`src/rtl/fwd_hazard_unit.sv`:
```
// Operand forwarding and load-use hazard detection for the register-read stage,
// backed by a shift-register scoreboard of in-flight writes. Option: FWD_R0_HARDWIRED_EN.
module fwd_hazard_unit #(
   parameter int REG_AW   = 3,
   parameter int DEPTH    = 3,
   parameter int LOAD_LAT = 2,
   localparam int SELW    = $clog2(DEPTH + 1)
) (
   input  logic              clk,
   input  logic              rst_n,
   input  logic              adv,
   input  logic              iss_valid,
   input  logic              iss_wr,
   input  logic              iss_load,
   input  logic [REG_AW-1:0] iss_rd,
   input  logic [REG_AW-1:0] rs1,
   input  logic [REG_AW-1:0] rs2,
   input  logic              rs1_used,
   input  logic              rs2_used,
   input  logic [DEPTH-1:0]  flush_mask,
   output logic [SELW-1:0]   fwd_a_sel,
   output logic [SELW-1:0]   fwd_b_sel,
   output logic              stall,
   output logic [7:0]        stall_cnt
);

   logic [DEPTH:1]              sb_v;
   logic [DEPTH:1]              sb_wr;
   logic [DEPTH:1]              sb_ld;
   logic [DEPTH:1][REG_AW-1:0]  sb_rd;

   logic req_a;
   logic req_b;

   // Scan oldest to youngest so the youngest matching producer is the one left standing.
   function automatic logic [SELW:0] lookup(
      input logic [REG_AW-1:0]             src,
      input logic                          used,
      input logic [DEPTH:1]                v_q,
      input logic [DEPTH:1]                wr_q,
      input logic [DEPTH:1]                ld_q,
      input logic [DEPTH:1][REG_AW-1:0]    rd_q
   );
      logic [SELW-1:0] sel;
      logic            req;
      logic            hit;
      sel = '0;
      req = 1'b0;
      for (int k = DEPTH; k >= 1; k--) begin
         hit = v_q[k] & wr_q[k] & used & (rd_q[k] == src);
`ifdef FWD_R0_HARDWIRED_EN
         hit = hit & (src != '0);
`endif
         if (hit) begin
            if (ld_q[k] && (k < LOAD_LAT)) begin
               sel = '0;
               req = 1'b1;
            end else begin
               sel = SELW'(k);
               req = 1'b0;
            end
         end
      end
      return {req, sel};
   endfunction

   always_comb begin
      {req_a, fwd_a_sel} = lookup(rs1, rs1_used, sb_v, sb_wr, sb_ld, sb_rd);
      {req_b, fwd_b_sel} = lookup(rs2, rs2_used, sb_v, sb_wr, sb_ld, sb_rd);
      stall = (req_a | req_b) & iss_valid;
   end

   always_ff @(posedge clk) begin
      if (!rst_n) begin
         sb_v      <= '0;
         sb_wr     <= '0;
         sb_ld     <= '0;
         sb_rd     <= '0;
         stall_cnt <= '0;
      end else begin
         if (adv) begin
            // Flush acts on the pre-shift position, so the killed entry lands one stage older.
            for (int k = DEPTH; k >= 2; k--) begin
               sb_v[k]  <= sb_v[k-1] & ~flush_mask[k-2];
               sb_wr[k] <= sb_wr[k-1];
               sb_ld[k] <= sb_ld[k-1];
               sb_rd[k] <= sb_rd[k-1];
            end
            sb_v[1]  <= iss_valid & ~stall;
            sb_wr[1] <= iss_wr;
            sb_ld[1] <= iss_load;
            sb_rd[1] <= iss_rd;
         end else begin
            sb_v <= sb_v & ~flush_mask;
         end

         if (stall) begin
            if (stall_cnt != 8'hFF) begin
               stall_cnt <= stall_cnt + 8'd1;
            end
         end else begin
            stall_cnt <= '0;
         end
      end
   end

endmodule

```
`config.mk`:
```
export PLATFORM = sky130hd
export DESIGN_NAME = fwd_hazard_unit
export DESIGN_NICKNAME = d
export VERILOG_FILES = /design/src/rtl/fwd_hazard_unit.sv
export SDC_FILE = /design/constraint.sdc
export NUM_CORES = 1
export LEC_CHECK = 0
export CORE_ASPECT_RATIO = 0.6
export CORE_MARGIN = 2
export CORE_UTILIZATION = 48
export CTS_CLUSTER_DIAMETER = 40
export CTS_CLUSTER_SIZE = 10
export DETAILED_ROUTE_END_ITERATION = 10
export GPL_TIMING_DRIVEN = 0
export HOLD_SLACK_MARGIN = 0.06
export PLACE_DENSITY = 0.8
export SLEW_MARGIN = 5
export SYNTH_ARGS = -nofsm -noshare
export SYNTH_HDL_FRONTEND = slang
export SYNTH_SLANG_ARGS = --single-unit
export TNS_END_PERCENT = 1
```
`constraint.sdc`:
```
create_clock -name clk -period 1.8 [get_ports clk]
set_input_delay 0.36 -clock clk [delete_from_list [all_inputs] [get_ports clk]]
set_output_delay 0.36 -clock clk [all_outputs]
set_load 0.005 [all_outputs]
```
==> impl_metrics.csv, run 1 <==
group,metric,value,unit
run_status,status,"finished, violations left",
clocking,path_clk_slew,80,ps
detailed_routing,antenna_left,0,
place,placement.cell_area,0.001625,sq mm
worst_setup_path,end_kind,"output pin",
grt,grt_util_met2,39.43,%
detailed_routing,vias,1173,
sta,worst_slack,-347.8,ps
layout,layout-drive-gt1-share,24.00,%
worst_hold_path,worstHoldStart,"sb_v[2]",
die,die_h,43.92,um
die,coreArea,0.002505,sq mm
place,dp.cells,201,
worst_setup_path,crit_type,"in2out",
layout,utilization,70.38,%
die,initial_core_util,50.90,%
synth,ys_ff_latch,24,
detailed_routing,drt_wl_total,3.546,mm
grt,first_global_vias,1081,
power,vdd_ir_drop_max,0.5150,mV
worst_setup_path,critical_path.max_stage_delay,530,ps
layout,fin_area,0.001763,sq mm
worst_setup_path,cp.required,1440,ps
synth,yosysWarnings,0,
worst_hold_path,min_path_cells,2,
synth,ys_types,28,
die,num_io_pins,33,
layout,nets,197,
power,cellLeakagePower,0.7167,nW
grt,globalRouteMet3Util,6.512,%
detailed_routing,firstDrtPassIters,4,
run_status,violations,"setup timing",
clocking,clkLatencyLatePin,270,ps
clocking,cts_tree,"done",
sta,drv_slew,0,
grt,grt_pass1_wl,5.354,mm
sta,hold_violations,0,
clocking,htreeDepth,1,
clocking,cts-root-buf,"clkbuf_8",
synth,synth_area_per_cell,9.239,sq um
die,fp.dieW,70.54,um
grt,grt_max_degree,14,
clocking,cts_buffer_depth,2,
grt,track_usage,23.57,%
sta,setup_violations,5,
detailed_routing,drtIter0Drc,119,
power,powerDensity,603.0,mW/mm^2
sta,fin_crit,2148,ps
grt,grt_antenna_before_repair,0,
worst_hold_path,hold-path-endpoint,"sb_v[3]",
clocking,clock-sinks,24,
worst_hold_path,hold_class,"reg2reg",
synth,syn-num-nets,159,
worst_setup_path,worstPathArrival,1790,ps
clocking,cts_buffers,3,
synth,netlist_instances,138,
sta,finalCritPeriodShare,119.3,%
detailed_routing,viasPerCell,5.667,
die,die-area,0.003098,sq mm
place,io_buffers,31,
layout,num-fill-cells,197,
place,place.gp.congestion,0.9522,
layout,area_growth,38.27,%
grt,grt_overflow_total,0,
worst_setup_path,critPathLaunchType,"primary input",
sta,fin_skew,3.168,ps
detailed_routing,drc_errors,0,
place,dpl.hpwl,2.482,mm
sta,fmax,0.4656,GHz
synth,synth_area,0.001275,sq mm
sta,rsz0062_at_grt,"yes",
job,max_cap_violations,0,
die,rows,14,
worst_setup_path,slowest_stage,"or4_4",
worst_setup_path,critical_path.cell_chain,"clkdlybuf4s15_2 > xor2_1 > or4_4 > nand2b_4 > mux2i_2 > buf_2",
sta,max-slew-margin-rel,56.90,%
grt,grt.busiest_layer,"met2",
worst_setup_path,cp_max_fo,3,
layout,antenna_cells,0,
grt,met1_usage,30.03,%
worst_setup_path,r2r-end,"stall_cnt[5]",
worst_setup_path,reg2reg_setup_slack,70,ps
synth,ys_seq_area_share,37.68,%
layout,instances_no_fill,207,
detailed_routing,routedWlPerCell,17.13,um
worst_setup_path,rr_worst_depth,5,
sta,worst_pin_slew,646.6,ps
worst_setup_path,reg2reg_from,"stall_cnt[0]",
[worst max-delay path: cells and delay by family]
kind	cells	cell delay [ps]
buf+inv	2	380
simple gates	2	690
mux	1	170
xor+xnor	1	190
[per-layer routing]
layer / share of wire, % / wire, um
met1: 43 / 1523
met2: 47 / 1676
met3: 7.2 / 257
met4: 2.5 / 88
met5: 0 / 0
[worst max-delay path by stage]
| stage | to | start |
|---|---|---|
| 5_1_grt | fwd_a_sel[0] | sb_rd[6] |
| 3_5_place_dp | fwd_b_sel[0] | rs2[2] |
| 4_1_cts | fwd_a_sel[0] | sb_rd[6] |
| 2_1_floorplan | fwd_a_sel[0] | rs1[2] |
| 6_report | fwd_b_sel[0] | rs2[2] |
| 3_3_place_gp | fwd_b_sel[0] | rs2[2] |
[power by group]
group	switching, mW	leakage, nW	internal, mW
combinational	0.0656	0.487	0.0674
clock	0.171	0.0288	0.196
sequential	0.0177	0.201	0.545
total	0.255	0.717	0.808
[cells by family (layout without fill, tap and decap cells)]
kind of cell,count (synthesis),count (layout),synth area share (%)
AOI/OAI and AO/OA,10,10,5.986
xor gates and xnor gates,20,20,13.74
adders and majority gates,1,1,0.9812
buffers and inverters,4,41,1.275
DFF,24,24,37.68
muxes,17,17,13.35
and+or+nand+nor,62,62,26.99
[sequential cells by signal, indices dropped and copies added (netlist names)]
signal     count
sb_ld          1
sb_rd          9
sb_v           3
sb_wr          3
stall_cnt      8
[final cells by class]
class / count / area [sq um] / share of cell area (%)
clock buffer: 4 / 55.05 / 3.123
inverter: 1 / 3.754 / 0.2129
tap: 32 / 40.04 / 2.271
multi-input combinational: 110 / 845.8 / 47.98
timing repair buffer: 33 / 307.8 / 17.46
sequential: 24 / 498.0 / 28.25
buffer: 3 / 12.51 / 0.7097
[cell usage in the layout (no fill, tap or decap), types with 3 or more instances in the layout]
cell             count
xor2_1              20
clkdlybuf4s50_1     18
mux2i_1             16
nor2b_1             14
dfxtp_2             14
nor2_1              11
dfxtp_1             10
nand2_1              8
nand3_1              7
nor3_1               5
dlygate4sd2_1        5
or4_4                4
buf_2                4
clkbuf_8             4
clkdlybuf4s15_2      3
[synthesized netlist by cell type]
master | number | area, sq um
nor2_1 | 12 | 45.04
ha_1 | 1 | 12.51
a21oi_1 | 2 | 10.01
inv_1 | 1 | 3.750
nand3b_1 | 2 | 15.01
nand2b_1 | 2 | 12.51
a21boi_0 | 1 | 7.510
nand2_1 | 8 | 30.03
nor3b_1 | 1 | 7.510
or3b_2 | 1 | 8.760
nor3_1 | 5 | 25.02
o2111ai_2 | 1 | 15.01
dfxtp_1 | 24 | 480.5
o2111ai_1 | 1 | 8.760
o21ai_0 | 1 | 5.000
nand4_1 | 1 | 6.260
and3_1 | 1 | 6.260
a31oi_1 | 2 | 12.51
nor2b_1 | 14 | 87.58
or4_1 | 4 | 30.03
nand3_1 | 9 | 45.04
mux2i_1 | 17 | 170.2
a211oi_1 | 1 | 7.510
nor4_2 | 2 | 25.02
o211a_1 | 1 | 10.01
clkbuf_1 | 2 | 7.510
xor2_1 | 20 | 175.2
buf_2 | 1 | 5.000
[stage by stage]
stage	setup slack, ps	total power [mW]	TNS [ps]	hold WS [ps]
2_1_floorplan	145.0	0.6282	0	485.8
3_3_place_gp	-949.0	0.6908	-7178	521.2
3_5_place_dp	-977.2	0.6973	-7887	533.3
4_1_cts	-307.2	1.066	-1143	539.7
5_1_grt	-419.8	1.105	-1645	574.5
6_report	-347.8	1.063	-1296	522.1
[repair_timing]
action,4_1_cts,5_1_grt
hold buffers,0,0
pin swaps,9,3
setup endpoints to repair,13,8
buffers inserted,2,0
gates resized for setup,48,9
(Power assumes the default switching activity.)
==> inputs of run 2 (changes only) <==
Settings changed: CORE_UTILIZATION 48 to 51, PLACE_DENSITY 0.8 to 0.84.
Clock period 1.8 ns to 2.7 ns, I/O delays scaled along.
==> impl_metrics.csv, run 2 (synthesis results as in run 1) <==
group,metric,value,unit
run_status,status,"finished, violations left",
run_status,violations,"setup timing",
clocking,path_clk_slew,80,ps
detailed_routing,antenna_left,0,
clocking,clkLatencyLatePin,270,ps
detailed_routing,routedWlPerCell,16.34,um
power,vdd_ir_drop_max,0.3002,mV
layout,multi_input_area,807.0,sq um
sta,fmax,0.3588,GHz
layout,antenna_cells,0,
sta,worst_slack,-87.31,ps
grt,grt_pass1_wl,5.278,mm
die,rows,13,
sta,drv_slew,0,
layout,largest_register_ffs,9,
layout,area_growth,32.97,%
clocking,cts-root-buf,"clkbuf_8",
sta,hold_violations,0,
grt,track_usage,24.53,%
clocking,htreeDepth,1,
die,fp.dieW,68.55,um
layout,instances_no_fill,203,
clocking,cts_buffers,3,
worst_setup_path,crit_type,"in2out",
sta,finalCritPeriodShare,103.2,%
place,io_buffers,31,
detailed_routing,drtIter0Drc,78,
worst_setup_path,end_kind,"output pin",
worst_hold_path,hold_class,"reg2reg",
layout,layout_commonest_cell,"dfxtp_1",
detailed_routing,viasPerCell,5.507,
layout,ff_latch_area,480.5,sq um
worst_setup_path,worstPathArrival,2250,ps
layout,largest-register,"sb_rd",
place,dp.cells,199,
grt,grt_max_degree,14,
grt,first_global_vias,1076,
worst_hold_path,min_path_cells,2,
sta,fin_crit,2787,ps
layout,final_cell_mix,"dfxtp_1 (24), clkdlybuf4s50_1 (21), xor2_1 (20), mux2i_1 (17), nor2b_1 (14)",
sta,rsz0062_at_grt,"yes",
die,num_io_pins,33,
place,dpl.hpwl,2.561,mm
die,die_h,42.73,um
worst_setup_path,rr_worst_depth,5,
power,cellLeakagePower,0.6848,nW
sta,finalSetupTns,-87.31,ps
detailed_routing,vias,1118,
worst_setup_path,critPathLaunchType,"primary input",
clocking,cts_buffer_depth,2,
die,coreArea,0.002261,sq mm
power,powerDensity,414.7,mW/mm^2
worst_setup_path,reg2reg_setup_slack,960,ps
layout,nets,195,
layout,layout-drive-gt1-share,7.514,%
detailed_routing,drt_wl_total,3.318,mm
clocking,cts_setup_buffers,0,
place,placement.cell_area,0.001623,sq mm
clocking,cts_tree,"done",
die,die-area,0.002929,sq mm
clocking,cts_hold_buf,0,
grt,grt_antenna_before_repair,0,
grt,grt_overflow_total,0,
worst_setup_path,cp.required,2160,ps
sta,max-slew-margin-rel,60.89,%
worst_setup_path,cp_max_fo,4,
job,max_cap_violations,0,
layout,top_regs,"sb_rd: 9 flops, stall_cnt: 8 flops",
sta,setup_violations,1,
clocking,clock-sinks,24,
layout,num-fill-cells,161,
detailed_routing,drc_errors,0,
sta,fin_skew,3.633,ps
layout,fin_area,0.001695,sq mm
detailed_routing,firstDrtPassIters,4,
die,initial_core_util,56.39,%
place,place.gp.congestion,0.9449,
sta,worst_pin_slew,586.6,ps
[run 2: cell count changes in the layout (fill, tap and decap cells not counted), sizes merged]
cell / previous run / this run
buf: 6 / 1
dlymetal6s2s: 0 / 1
dlygate4sd2: 5 / 7
clkbuf: 6 / 7
clkdlybuf4s15: 5 / 1
clkdlybuf4s50: 18 / 21
[run 2: critical path, stage by stage]
cell	delay, ps
clkdlybuf4s50_1	520
nand3_1	150
nor4_4	300
nor2_1	120
nor2_1	110
clkdlybuf4s50_1	500
[run 2: worst paths after layout]
path / to / start
setup / recovery: stall / rs1_used
hold reg to reg: sb_v[3] / sb_v[2]
setup reg to reg: stall_cnt[1] / stall_cnt[0]
hold / removal: sb_v[3] / sb_v[2]
[run 2: final cells by class]
cell class	instances	area share, %
inverter	1	0.2214
sequential	24	28.34
buffer	3	0.7380
tap	30	2.214
timing repair buffer	31	17.64
clock buffer	4	3.247
multi-input combinational	110	47.60
[run 2: stage by stage]
step	util, %	worst slack [ps]	hold slack [ps]	power [mW]
after global placement	71.78	-390.9	517.3	0.4601
after floorplan	-	685.0	485.8	0.4188
after detailed placement	71.78	-418.8	526.2	0.4652
after CTS	74.99	-118.4	536.9	0.7040
final	74.99	-87.31	539.4	0.7030
after global routing	74.99	-140.6	569.0	0.7307
[run 2: report_power, final]
| part | internal, mW | switching [mW] | total [mW] |
|---|---|---|---|
| clock | 0.130 | 0.113 | 0.243 |
| combinational | 0.0447 | 0.0415 | 0.0861 |
| sequential | 0.362 | 0.0114 | 0.373 |
[run 2: repair_timing]
| action | in CTS | in global routing |
|---|---|---|
| pin swaps | 1 | 0 |
| setup endpoints to repair | 5 | 4 |
| gates resized for setup | 14 | 4 |
[run 2: per-layer routing]
layer / GRT usage [%] / vias up / wire length (um)
li1: - / 551 / -
met1: 35.35 / 531 / 1602
met2: 37.88 / 34 / 1514
met3: 6.366 / 2 / 187
met4: 2.400 / 0 / 14
met5: 0 / - / 0
==> inputs of run 3 (changes only) <==
Settings changed: CAP_MARGIN set to 20.
==> results of run 3 <==
Same layout as run 2: the final DEF is identical, and so are final timing and power.
